--- config.mk ---
export PLATFORM = sky130hd
export DESIGN_NAME = rw_context_scheduler_flat
export DESIGN_NICKNAME = d
export VERILOG_FILES = /design/src/rtl/rw_context_scheduler_if.sv /design/src/rtl/rw_context_scheduler.sv /design/src/flat_wrapper.sv
export SDC_FILE = /design/constraint.sdc
export NUM_CORES = 1
export LEC_CHECK = 0
export CAP_MARGIN = 10
export CORE_ASPECT_RATIO = 0.9
export CORE_MARGIN = 3
export CORE_UTILIZATION = 39
export CTS_CLUSTER_SIZE = 25
export DETAILED_ROUTE_END_ITERATION = 16
export PLACE_DENSITY = 0.75
export SLEW_MARGIN = 20
export SYNTH_ARGS = -nofsm -noshare
export SYNTH_HDL_FRONTEND = slang
export SYNTH_SLANG_ARGS = --single-unit
--- constraint.sdc ---
create_clock -name clk -period 2.3 [get_ports clk]
set_clock_uncertainty 0.1 [all_clocks]
set_input_delay 0.23 -clock clk [delete_from_list [all_inputs] [get_ports clk]]
set_output_delay 0.23 -clock clk [all_outputs]
set_load 0.02 [all_outputs]
--- src/rtl/rw_context_scheduler_if.sv ---
// Bundle of every client-facing, core-facing and debug signal of the
// resumption-machine context scheduler.
//
// Handshake semantics: a requester step is transferred in a cycle exactly
// when req_valid[i] and req_ready[i] are both 1 at the rising edge of clk.
// req_ready is combinational, is at most one-hot, and may depend on
// req_valid in the same cycle. A requester holding req_valid high keeps
// its data stable until it sees req_ready. Responses have no back-pressure:
// rsp_valid[i] is a single-cycle pulse in the cycle after the transfer, and
// the receiving side must take it then.
interface rw_context_scheduler_if #(
    parameter int N     = 4,
    parameter int TAG_W = 3
) ();

    localparam int LW = (N > 1) ? $clog2(N) : 1;

    // Requester side
    logic [N-1:0]       req_valid;
    logic [N-1:0]       req_data;
    logic [N-1:0]       req_ready;
    logic [N-1:0]       restart;
    logic [N-1:0]       rsp_valid;
    logic [N-1:0]       rsp_data;
    logic [N-1:0]       rsp_done;

    // Core side (the core is used as a pure combinational step function)
    logic               dev_in;
    logic [TAG_W-1:0]   dev_tag;
    logic               dev_out;
    logic [TAG_W-1:0]   dev_tag_next;
    logic               dev_continue;

    // Debug view of internal state: all saved contexts packed with
    // requester i at [i*TAG_W +: TAG_W], plus the round-robin pointer.
    logic [N*TAG_W-1:0] ctx_state;
    logic [LW-1:0]      last_grant;

    // Scheduler side
    modport slave (
        input  req_valid, req_data, restart,
        output req_ready, rsp_valid, rsp_data, rsp_done,
        output dev_in, dev_tag,
        input  dev_out, dev_tag_next, dev_continue,
        output ctx_state, last_grant
    );

    // Environment side: requesters plus the step core
    modport master (
        output req_valid, req_data, restart,
        input  req_ready, rsp_valid, rsp_data, rsp_done,
        input  dev_in, dev_tag,
        output dev_out, dev_tag_next, dev_continue,
        input  ctx_state, last_grant
    );

endinterface

--- src/rtl/rw_context_scheduler.sv ---
// Round-robin context scheduler that time-multiplexes one combinational
// resumption-machine step core among N requesters. Each requester owns a
// saved resumption tag and a RUN/HALT state; one granted requester per
// cycle steps the core and gets its context written back.
module rw_context_scheduler #(
    parameter int               N       = 4,
    parameter int               TAG_W   = 3,
    parameter logic [TAG_W-1:0] TAG_RST = 3'h4
) (
    input  logic                  clk,
    input  logic                  rst,
    rw_context_scheduler_if.slave bus
);

    localparam int LW = (N > 1) ? $clog2(N) : 1;

    // Per-requester machine state: RUN steps normally, HALT waits for restart.
    typedef enum logic {
        RUN  = 1'b0,
        HALT = 1'b1
    } run_state_t;

    // Registered state
    run_state_t       state_q   [N];
    logic [TAG_W-1:0] ctx_q     [N];
    logic [LW-1:0]    last_q;
    logic [N-1:0]     rsp_valid_q;
    logic [N-1:0]     rsp_data_q;

    // Next-state values
    run_state_t       state_d   [N];
    logic [TAG_W-1:0] ctx_d     [N];
    logic [LW-1:0]    last_d;
    logic [N-1:0]     rsp_valid_d;
    logic [N-1:0]     rsp_data_d;

    // Arbitration results
    logic [N-1:0]     elig;
    logic             grant_valid;
    logic [LW-1:0]    grant_idx;

    // Eligibility: restart and reset both veto a grant; halted machines wait.
    always_comb begin
        elig = '0;
        for (int i = 0; i < N; i++) begin
            elig[i] = bus.req_valid[i] & (state_q[i] == RUN) & ~bus.restart[i] & ~rst;
        end
    end

    // Round-robin search starting just after the last granted index.
    always_comb begin
        logic [LW:0]   sum;
        logic [LW-1:0] cand;
        grant_valid = 1'b0;
        grant_idx   = '0;
        sum         = '0;
        cand        = '0;
        for (int k = 1; k <= N; k++) begin
            sum = {1'b0, last_q} + (LW+1)'(k);
            if (sum >= (LW+1)'(N)) begin
                sum = sum - (LW+1)'(N);
            end
            cand = sum[LW-1:0];
            if (!grant_valid && elig[cand]) begin
                grant_valid = 1'b1;
                grant_idx   = cand;
            end
        end
    end

    // State register: contexts, per-requester FSM, RR pointer, response regs.
    always_ff @(posedge clk) begin
        if (rst) begin
            for (int i = 0; i < N; i++) begin
                state_q[i] <= RUN;
                ctx_q[i]   <= TAG_RST;
            end
            last_q      <= LW'(N - 1);
            rsp_valid_q <= '0;
            rsp_data_q  <= '0;
        end else begin
            for (int i = 0; i < N; i++) begin
                state_q[i] <= state_d[i];
                ctx_q[i]   <= ctx_d[i];
            end
            last_q      <= last_d;
            rsp_valid_q <= rsp_valid_d;
            rsp_data_q  <= rsp_data_d;
        end
    end

    // Next-state logic: restarts reload contexts; the granted step writes
    // back the core's next tag. A restarted index is never granted, so the
    // two updates never target the same context.
    always_comb begin
        for (int i = 0; i < N; i++) begin
            state_d[i] = state_q[i];
            ctx_d[i]   = ctx_q[i];
        end
        last_d      = last_q;
        rsp_valid_d = '0;
        rsp_data_d  = rsp_data_q;

        for (int i = 0; i < N; i++) begin
            if (bus.restart[i]) begin
                state_d[i] = RUN;
                ctx_d[i]   = TAG_RST;
            end
        end

        if (grant_valid) begin
            ctx_d[grant_idx]       = bus.dev_tag_next;
            state_d[grant_idx]     = bus.dev_continue ? RUN : HALT;
            last_d                 = grant_idx;
            rsp_valid_d[grant_idx] = 1'b1;
            rsp_data_d[grant_idx]  = bus.dev_out;
        end
    end

    // Outputs: grant one-hot, core drive, registered responses and debug view.
    always_comb begin
        bus.req_ready = '0;
        bus.dev_in    = 1'b0;
        bus.dev_tag   = TAG_RST;
        if (grant_valid) begin
            bus.req_ready[grant_idx] = 1'b1;
            bus.dev_in               = bus.req_data[grant_idx];
            bus.dev_tag              = ctx_q[grant_idx];
        end

        bus.rsp_valid = rsp_valid_q;
        bus.rsp_data  = rsp_data_q;
        bus.rsp_done  = '0;
        bus.ctx_state = '0;
        for (int i = 0; i < N; i++) begin
            bus.rsp_done[i]                  = (state_q[i] == HALT);
            bus.ctx_state[i*TAG_W +: TAG_W]  = ctx_q[i];
        end
        bus.last_grant = last_q;
    end

endmodule

--- src/flat_wrapper.sv ---
// flat-port wrapper written by rule: the top's interface ports become plain ports
module rw_context_scheduler_flat 
#(
    parameter int               N       = 4,
    parameter int               TAG_W   = 3,
    parameter logic [TAG_W-1:0] TAG_RST = 3'h4
)
  (clk, rst, bus_req_valid, bus_req_data, bus_restart, bus_req_ready, bus_rsp_valid, bus_rsp_data, bus_rsp_done, bus_dev_in, bus_dev_tag, bus_dev_out, bus_dev_tag_next, bus_dev_continue, bus_ctx_state, bus_last_grant);
  rw_context_scheduler_if #(.N(N), .TAG_W(TAG_W)) bus_i ();
  input  logic clk;
  input  logic rst;
  input wire logic [$bits(bus_i.req_valid)-1:0] bus_req_valid;
  input wire logic [$bits(bus_i.req_data)-1:0] bus_req_data;
  input wire logic [$bits(bus_i.restart)-1:0] bus_restart;
  output wire logic [$bits(bus_i.req_ready)-1:0] bus_req_ready;
  output wire logic [$bits(bus_i.rsp_valid)-1:0] bus_rsp_valid;
  output wire logic [$bits(bus_i.rsp_data)-1:0] bus_rsp_data;
  output wire logic [$bits(bus_i.rsp_done)-1:0] bus_rsp_done;
  output wire logic [$bits(bus_i.dev_in)-1:0] bus_dev_in;
  output wire logic [$bits(bus_i.dev_tag)-1:0] bus_dev_tag;
  input wire logic [$bits(bus_i.dev_out)-1:0] bus_dev_out;
  input wire logic [$bits(bus_i.dev_tag_next)-1:0] bus_dev_tag_next;
  input wire logic [$bits(bus_i.dev_continue)-1:0] bus_dev_continue;
  output wire logic [$bits(bus_i.ctx_state)-1:0] bus_ctx_state;
  output wire logic [$bits(bus_i.last_grant)-1:0] bus_last_grant;
  assign bus_i.req_valid = bus_req_valid;
  assign bus_i.req_data = bus_req_data;
  assign bus_i.restart = bus_restart;
  assign bus_req_ready = bus_i.req_ready;
  assign bus_rsp_valid = bus_i.rsp_valid;
  assign bus_rsp_data = bus_i.rsp_data;
  assign bus_rsp_done = bus_i.rsp_done;
  assign bus_dev_in = bus_i.dev_in;
  assign bus_dev_tag = bus_i.dev_tag;
  assign bus_i.dev_out = bus_dev_out;
  assign bus_i.dev_tag_next = bus_dev_tag_next;
  assign bus_i.dev_continue = bus_dev_continue;
  assign bus_ctx_state = bus_i.ctx_state;
  assign bus_last_grant = bus_i.last_grant;
  rw_context_scheduler #(.N(N), .TAG_W(TAG_W), .TAG_RST(TAG_RST)) u_core (.clk(clk), .rst(rst), .bus(bus_i));
endmodule
==> results of run 1 <==
-- worst paths after layout --
| check | start | to | slack [ns] | cells past startpoint |
|---|---|---|---|---|
| min reg2reg | u_core.bus.rsp_data[2] | u_core.bus.rsp_data[2] | 0.40 | 2 |
| max | u_core.state_q[3] | bus_dev_tag[1] | -0.25 | 7 |
| min | u_core.bus.rsp_data[2] | u_core.bus.rsp_data[2] | 0.40 | 2 |
| max reg2reg | u_core.state_q[3] | u_core.ctx_q[0][0] | -0.03 | 7 |
-- report_power, final --
group	internal, mW	switching (mW)	total [mW]
sequential	0.495	0.0430	0.538
combinational	0.347	0.314	0.661
clock	0.153	0.144	0.297
-- layout make-up --
type,count,area (um^2),share of cell area
repair buffers,102,922.1,0.3715
multi-input cells,95,892.1,0.3594
clock buffers,4,55.05,0.02218
flip-flops and latches,26,523.0,0.2107
well taps,42,52.55,0.02117
inverters,10,37.54,0.01512
-- state kept, by name, indices dropped and copies added (netlist names) --
name and cells:
u_core.ctx_q 12, u_core.bus.rsp_data 4, u_core.bus.rsp_valid 4, u_core.bus.last_grant 2, u_core.state_q 4
-- cells by family (layout without fill, tap and decap cells) --
group | count (synthesis) | after routing | synth area share
DFF | 26 | 26 | 0.3765
AOI/OAI and AO/OA | 37 | 37 | 0.2154
buffers and inverters | 21 | 116 | 0.08416
muxes | 10 | 10 | 0.08688
and+or+nand+nor | 48 | 48 | 0.2371
-- per-layer routing --
layer | global-route usage | vias up | wire length (um)
met4 | 0.05353 | 0 | 54
li1 | - | 719 | -
met5 | 0 | - | 0
met3 | 0.05216 | 6 | 322
met1 | 0.3045 | 755 | 2016
met2 | 0.3993 | 62 | 2459
-- layout by cell type, fill, tap and decap left out, drive strengths merged, types with 4 or more instances in the layout --
cell and instances:
nand2 8, a21oi 6, mux2 4, o21ai 10
mux2i 6, inv 10, clkdlybuf4s50 37, nand3 11
dfxtp 26, dlygate4sd2 6, nor2 11, buf 58
or4b 4, clkbuf 4, nor4b 4
-- worst max-delay path, stage by stage (launching register included) --
cell     delay [ns]
dfxtp_2        0.33
or4b_4         0.56
o221a_4        0.30
nor2_4         0.12
buf_12         0.16
mux2i_2        0.23
o22ai_2        0.11
buf_6          0.14
-- per-stage QoR --
| step | setup WS [ns] | util | area [um^2] |
|---|---|---|---|
| after CTS | -0.2226 | 0.7544 | 2421 |
| after global routing | -0.3384 | 0.7735 | 2482 |
| final | -0.2486 | 0.7735 | 2482 |
| after global placement | -0.8105 | 0.6955 | 2232 |
| after detailed placement | -0.8773 | 0.6955 | 2232 |
| after floorplan | -0.007394 | - | 1410 |
-- what timing repair did --
action | 4_1_cts | 5_1_grt
endpoints found under the hold margin | 0 | 0
endpoints found under the setup margin | 22 | 16
pin swaps | 7 | 4
gates resized for setup | 76 | 7
buffers inserted | 6 | 2
==> results.toml, run 1 <==
[timing]
timing.hold.ws_ns = 0.3966
grt_setup_unrepaired = "true"
period_share = 1.108
tightestPinTransition_ns = 0.4462
fmax_ghz = 0.3924
setup_viol = 13
slew_viol_final = 0
worst_slack_ns = -0.2486
hold_viol = 0
relSlewSlack = 0.6998
setup_tns_ns = -1.738
min_period_ns = 2.549

[clock_network]
cts_tree = "done"
h-tree-depth = 1
cts.clk_slew.worst_paths_ns = 0.09
cts_root_buf = "clkbuf_8"
ctsHoldBuffers = 0
clkLatencyLatePin_ns = 0.27
numCtsBuffers = 3
clockBufferDepth = 2
cts_num_sinks = 26

[critical_path]
required_ns = 1.97
cp-end-kind = "output port"
start_kind = "flop"
critPathMaxFanout = 9
arrival_ns = 2.22
critPathKind = "reg2out"

[floorplan]
die_y_um = 62.49
num_rows = 19
die_x_um = 68.76
io_pins = 53
die_area_um2 = 4296
core_area_um2 = 3209
initial_utilization = 0.4308

[global_routing]
grt_max_degree = 15
antenna_found_initial = 0
grt_usage = 0.2379
grt_pass1_vias = 1635
grt_pass1_wl_um = 7983
overflow = 0

[cells_and_area]
final_cells = 279
fin_nets = 257
syn2layout_area_growth_pct = 79.55
drive_gt1_frac = 0.4346
fillers = 210
antenna_cells = 0

[detailed_routing]
drc = 0
vias = 1542
via_per_inst = 5.527
drt_iter0_drc = 101
wire_per_inst_um = 17.39
first_pass_iters = 4
routed_wl_um = 4852
antenna_left = 0

[logic_synthesis]
synth_most_common_cell = "dfxtp_1"
synth_nets = 161
yosys_warnings = 0
synth_top_area_frac = 0.3765
ys_seq_area_frac = 0.3765
ys_async_sr_fraction = 0
yosys.area.top_type = "dfxtp_1"
synth-seq-cells = 26
synth_edf_count = 0
ys.flop_type = "dfxtp_1"
synthTopCellsByArea = "dfxtp_1, mux2i_1, mux2_4, nand3_1, o21ai_0"
syn_inst = 142
syn_area_um2 = 1383
postSynthAreaPerCell_um2 = 9.736
synth.top_cells.by_count = "dfxtp_1, inv_1, nand3_1"
synth_cell_types = 42

[run_status]
failed_checks = "negative setup slack"
outcome = "finished with violations"

[run]
cap_violations = 0

[place]
place.gp.congestion = 0.8387
dpl.hpwl_um = 3493
placedCellCount = 267
port_buffers = 52

[power]
power_density_nw_per_um2 = 602.7
p_leak_nw = 1.023
ir_worst_vdd_mv = 0.4833
p_total_mw = 1.496

[worst_hold_path]
hold_path.class = "reg2reg"
Note: power is estimated with default switching activity, not from simulation.
==> inputs of run 2 (changes only) <==
--- a/config.mk
+++ b/config.mk
@@ -16,3 +16,4 @@
 export SYNTH_ARGS = -nofsm -noshare
 export SYNTH_HDL_FRONTEND = slang
 export SYNTH_SLANG_ARGS = --single-unit
+export TNS_END_PERCENT = 1
==> results.toml, run 2 (same netlist as run 1, synthesis figures left out) <==
[cells_and_area]
drive_gt1_frac = 0.4206
fin_nets = 253
largest_register_ffs = 12
multi_input_area_um2 = 920.9
fillers = 219
final_area_um2 = 2502
seqCellArea_um2 = 523.0
layout.cells.most_common = "buf_4"
syn2layout_area_growth_pct = 81.00
antenna_cells = 0
regMostFlops = "u_core.ctx_q"
final_cell_mix = "buf_4, clkdlybuf4s50_1, dfxtp_1, buf_6, nand3_1"

[clock_network]
h-tree-depth = 1
ctsHoldBuffers = 0
clockBufferDepth = 2
numCtsBuffers = 3
cts_num_sinks = 26
cts.clk_slew.worst_paths_ns = 0.09
cts_tree = "done"
cts_root_buf = "clkbuf_8"
clkLatencyLatePin_ns = 0.28

[place]
pre_cts_ws_ns = -0.8418
place.gp.congestion = 0.8679
place_area_um2 = 2217
dpl.hpwl_um = 3580
port_buffers = 52

[worst_hold_path]
holdCritStartpoint = "bus_restart[2]"
hold_path.class = "in2reg"

[power]
power_density_nw_per_um2 = 607.5
p_sw_uw = 521.2
p_seq_frac = 0.355
internal_power_uw = 999.1
comb_power_share = 0.442
p_leak_nw = 1.053
power_frac_clock = 0.203
swShare = 0.3428
ir_worst_vdd_mv = 0.5580
p_total_mw = 1.520

[floorplan]
core_area_um2 = 3209
die_x_um = 68.76
initial_utilization = 0.4308
io_pins = 53
die_area_um2 = 4296
die_y_um = 62.49
num_rows = 19

[timing]
hold_viol = 0
timing.hold.ws_ns = 0.3262
grt_setup_unrepaired = "true"
slew_viol_final = 0
min_period_ns = 2.593
period_share = 1.127
setup_viol = 12
tightestPinTransition_ns = 0.3971
relSlewSlack = 0.7328
worst_slack_ns = -0.2928
fmax_ghz = 0.3857
setup_tns_ns = -1.875

[global_routing]
grt_pass1_wl_um = 7659
grt_pass1_vias = 1580
overflow = 0
antenna_found_initial = 0
grt_max_degree = 15
grt_usage = 0.2338

[run]
cap_violations = 0

[detailed_routing]
routed_wl_um = 5110
first_pass_iters = 4
via_per_inst = 5.625
drt_iter0_drc = 90
antenna_left = 0
wire_per_inst_um = 18.58
drc = 0
vias = 1547

[run_status]
outcome = "finished with violations"
failed_checks = "negative setup slack"

[critical_path]
required_ns = 1.97
slowest_stage = "or4b_4"
path_cells = "or4b_4 > o221a_4 > nor2_4 > buf_12 > mux2i_1 > o22ai_2 > buf_6"
cp-end-kind = "output port"
arrival_ns = 2.26
r2r-start = "u_core.state_q[2]"
critPathKind = "reg2out"
critPathMaxFanout = 7
critPathMaxStageDelay_ns = 0.54
startpoint = "u_core.state_q[3]"
start_kind = "flop"
run 2: worst paths after layout:
kind | depth (start not counted) | slack (ns) | to
hold / removal | 4 | 0.33 | u_core.ctx_q[2][2]
setup reg to reg | 7 | -0.04 | u_core.ctx_q[0][0]
setup / recovery | 7 | -0.29 | bus_dev_tag[1]
hold reg to reg | 2 | 0.39 | u_core.bus.rsp_data[1]
run 2: power by group through the flow:
| stage | registers (mW) | logic [mW] | clock network [mW] |
|---|---|---|---|
| final | 0.540 | 0.671 | 0.309 |
| after global routing | 0.545 | 0.708 | 0.327 |
| after CTS | 0.535 | 0.614 | 0.311 |
| after detailed placement | 0.542 | 0.569 | 0 |
| after global placement | 0.540 | 0.559 | 0 |
| after floorplan | 0.581 | 0.243 | 0 |
run 2: per-stage QoR:
step             util  instances
2_1_floorplan       -        142
3_3_place_gp   0.6908        265
3_5_place_dp   0.6908        265
4_1_cts        0.7450        273
5_1_grt        0.7797        275
6_report       0.7797        275
run 2: final cells by class:
class | count | area share
clock buffers | 4 | 0.02200
multi-input cells | 95 | 0.3680
repair buffers | 98 | 0.3650
flip-flops and latches | 26 | 0.2090
inverters | 10 | 0.01500
well taps | 42 | 0.02100
run 2: per-layer routing:
layer | track usage | routed length (um) | vias to the layer above
li1 | - | - | 711
met1 | 0.2789 | 2067 | 760
met2 | 0.4112 | 2652 | 68
met3 | 0.05576 | 326 | 8
met4 | 0.05353 | 63 | 0
met5 | 0 | 0 | -
run 2: repair_timing:
action | CTS | global route
setup endpoints to repair | 20 | 16
pin swaps | 8 | 11
resized for setup | 66 | 21
gates cloned | 0 | 0
buffers inserted | 4 | 2
run 2: worst max-delay path: cells and delay by family, from the launching register on:
kind                   cells  cell delay, ns
flip-flops                 1            0.34
AO/OA/AOI/OAI              2            0.42
buffers and inverters      2            0.30
multiplexers               1            0.22
AND/OR/NAND/NOR            2            0.70
==> inputs of run 3 (changes only) <==
--- a/config.mk
+++ b/config.mk
@@ -5,13 +5,14 @@
 export SDC_FILE = /design/constraint.sdc
 export NUM_CORES = 1
 export LEC_CHECK = 0
-export CAP_MARGIN = 10
+export CAP_MARGIN = 30
 export CORE_ASPECT_RATIO = 0.9
 export CORE_MARGIN = 3
 export CORE_UTILIZATION = 39
 export CTS_CLUSTER_SIZE = 25
 export DETAILED_ROUTE_END_ITERATION = 16
 export PLACE_DENSITY = 0.75
+export RECOVER_POWER = 100
 export SLEW_MARGIN = 20
 export SYNTH_ARGS = -nofsm -noshare
 export SYNTH_HDL_FRONTEND = slang
==> results.toml, run 3 (same netlist as run 1, synthesis figures left out) <==
[run_status]
outcome = "finished with violations"
failed_checks = "negative setup slack"

[run]
cap_violations = 0

[floorplan]
num_rows = 19
initial_utilization = 0.4308
io_pins = 53
core_area_um2 = 3209
die_y_um = 62.49
die_x_um = 68.76
die_area_um2 = 4296

[power]
power_density_nw_per_um2 = 601.3
ir_worst_vdd_mv = 0.5511
p_total_mw = 1.505
p_leak_nw = 1.098

[timing]
min_period_ns = 2.590
setup_tns_ns = -1.855
grt_setup_unrepaired = "true"
fmax_ghz = 0.3861
setup_viol = 12
relSlewSlack = 0.7147
hold_viol = 0
worst_slack_ns = -0.2901
period_share = 1.126
tightestPinTransition_ns = 0.4240
timing.hold.ws_ns = 0.3289
slew_viol_final = 0

[critical_path]
critPathKind = "reg2out"
cp-end-kind = "output port"
arrival_ns = 2.26
critPathMaxFanout = 7
slowest_stage = "or4b_4"
path_cells = "or4b_4 > o221a_4 > nor2_4 > buf_12 > mux2i_1 > o22ai_2 > buf_6"
critPathMaxStageDelay_ns = 0.54
required_ns = 1.97
start_kind = "flop"

[detailed_routing]
first_pass_iters = 4
drc = 0
vias = 1560
antenna_left = 0
via_per_inst = 5.673
drt_iter0_drc = 94
routed_wl_um = 5112
wire_per_inst_um = 18.59

[cells_and_area]
antenna_cells = 0
fillers = 219
drive_gt1_frac = 0.4206
regMostFlops = "u_core.ctx_q"
final_cells = 275
fin_nets = 253
layout.cells.most_common = "buf_4"
largest_register_ffs = 12
post-route-util = 0.7797
syn2layout_area_growth_pct = 81.00
final_area_um2 = 2502
final_cell_mix = "buf_4, dlygate4sd3_1, dfxtp_1, buf_6, clkdlybuf4s50_1"

[place]
pre_cts_ws_ns = -0.8418
place.gp.congestion = 0.8679
place_area_um2 = 2217
dpl.hpwl_um = 3580
placedCellCount = 265
port_buffers = 52

[global_routing]
grt_pass1_wl_um = 7659
antenna_found_initial = 0
grt_usage = 0.2338
use_met3 = 0.05576
busiest_layer = "met2"
overflow = 0
met1_usage = 0.2789
grt_use_met2 = 0.4112
grt_pass1_vias = 1580
grt_max_degree = 15

[clock_network]
h-tree-depth = 1
clockBufferDepth = 2
clkLatencyLatePin_ns = 0.28
cts_tree = "done"
ctsHoldBuffers = 0
cts_root_buf = "clkbuf_8"
cts.clk_slew.worst_paths_ns = 0.09
numCtsBuffers = 3
cts_num_sinks = 26

[worst_hold_path]
hold_path.class = "in2reg"
## run 3: cell types whose count changed in the layout (fill, tap and decap cells not counted), sizes merged
cell,change
clkdlybuf4s50,-24
dlygate4sd3,+24
## run 3: final timing paths
path | endpoint | depth (start not counted) | slack [ns] | startpoint
worst max register to register | u_core.ctx_q[0][0] | 7 | -0.04 | u_core.state_q[2]
worst min-delay path | u_core.ctx_q[2][2] | 4 | 0.33 | bus_restart[2]
worst max-delay path | bus_dev_tag[1] | 7 | -0.29 | u_core.state_q[3]
worst min register to register | u_core.bus.rsp_data[1] | 2 | 0.39 | u_core.bus.rsp_data[1]
## run 3: timing repair
| item | CTS | global route |
|---|---|---|
| gates resized for setup | 66 | 21 |
| gates cloned | 0 | 0 |
| pin swaps | 8 | 11 |
| buffers inserted | 4 | 2 |
| endpoints found under the setup margin | 20 | 16 |
## run 3: layout make-up
class,count,area (um^2),area share
Timing Repair Buffer,98,913.4,0.3650
Clock buffer,4,55.05,0.02200
Multi-Input combinational cell,95,920.9,0.3680
Tap cell,42,52.55,0.02100
Inverter,10,37.54,0.01500
Sequential cell,26,523.0,0.2090
## run 3: routing by layer
metal  wire, um  vias to the layer above
met5          0                        -
met4         60                        0
met3        345                        8
met2       2652                       73
met1       2053                      770
li1           -                      709
## run 3: worst max-delay path, delay by kind of cell (launching register included)
| family | cells | cell delay (ns) |
|---|---|---|
| AOI/OAI and AO/OA | 2 | 0.42 |
| muxes | 1 | 0.22 |
| and+or+nand+nor | 2 | 0.70 |
| DFF | 1 | 0.34 |
| buffers and inverters | 2 | 0.30 |
## run 3: where the power goes
group          switching (mW)  internal, mW  leakage (nW)
registers              0.0439         0.495         0.214
logic                   0.321         0.337         0.856
clock network           0.155         0.154        0.0288
total                   0.520         0.985          1.10
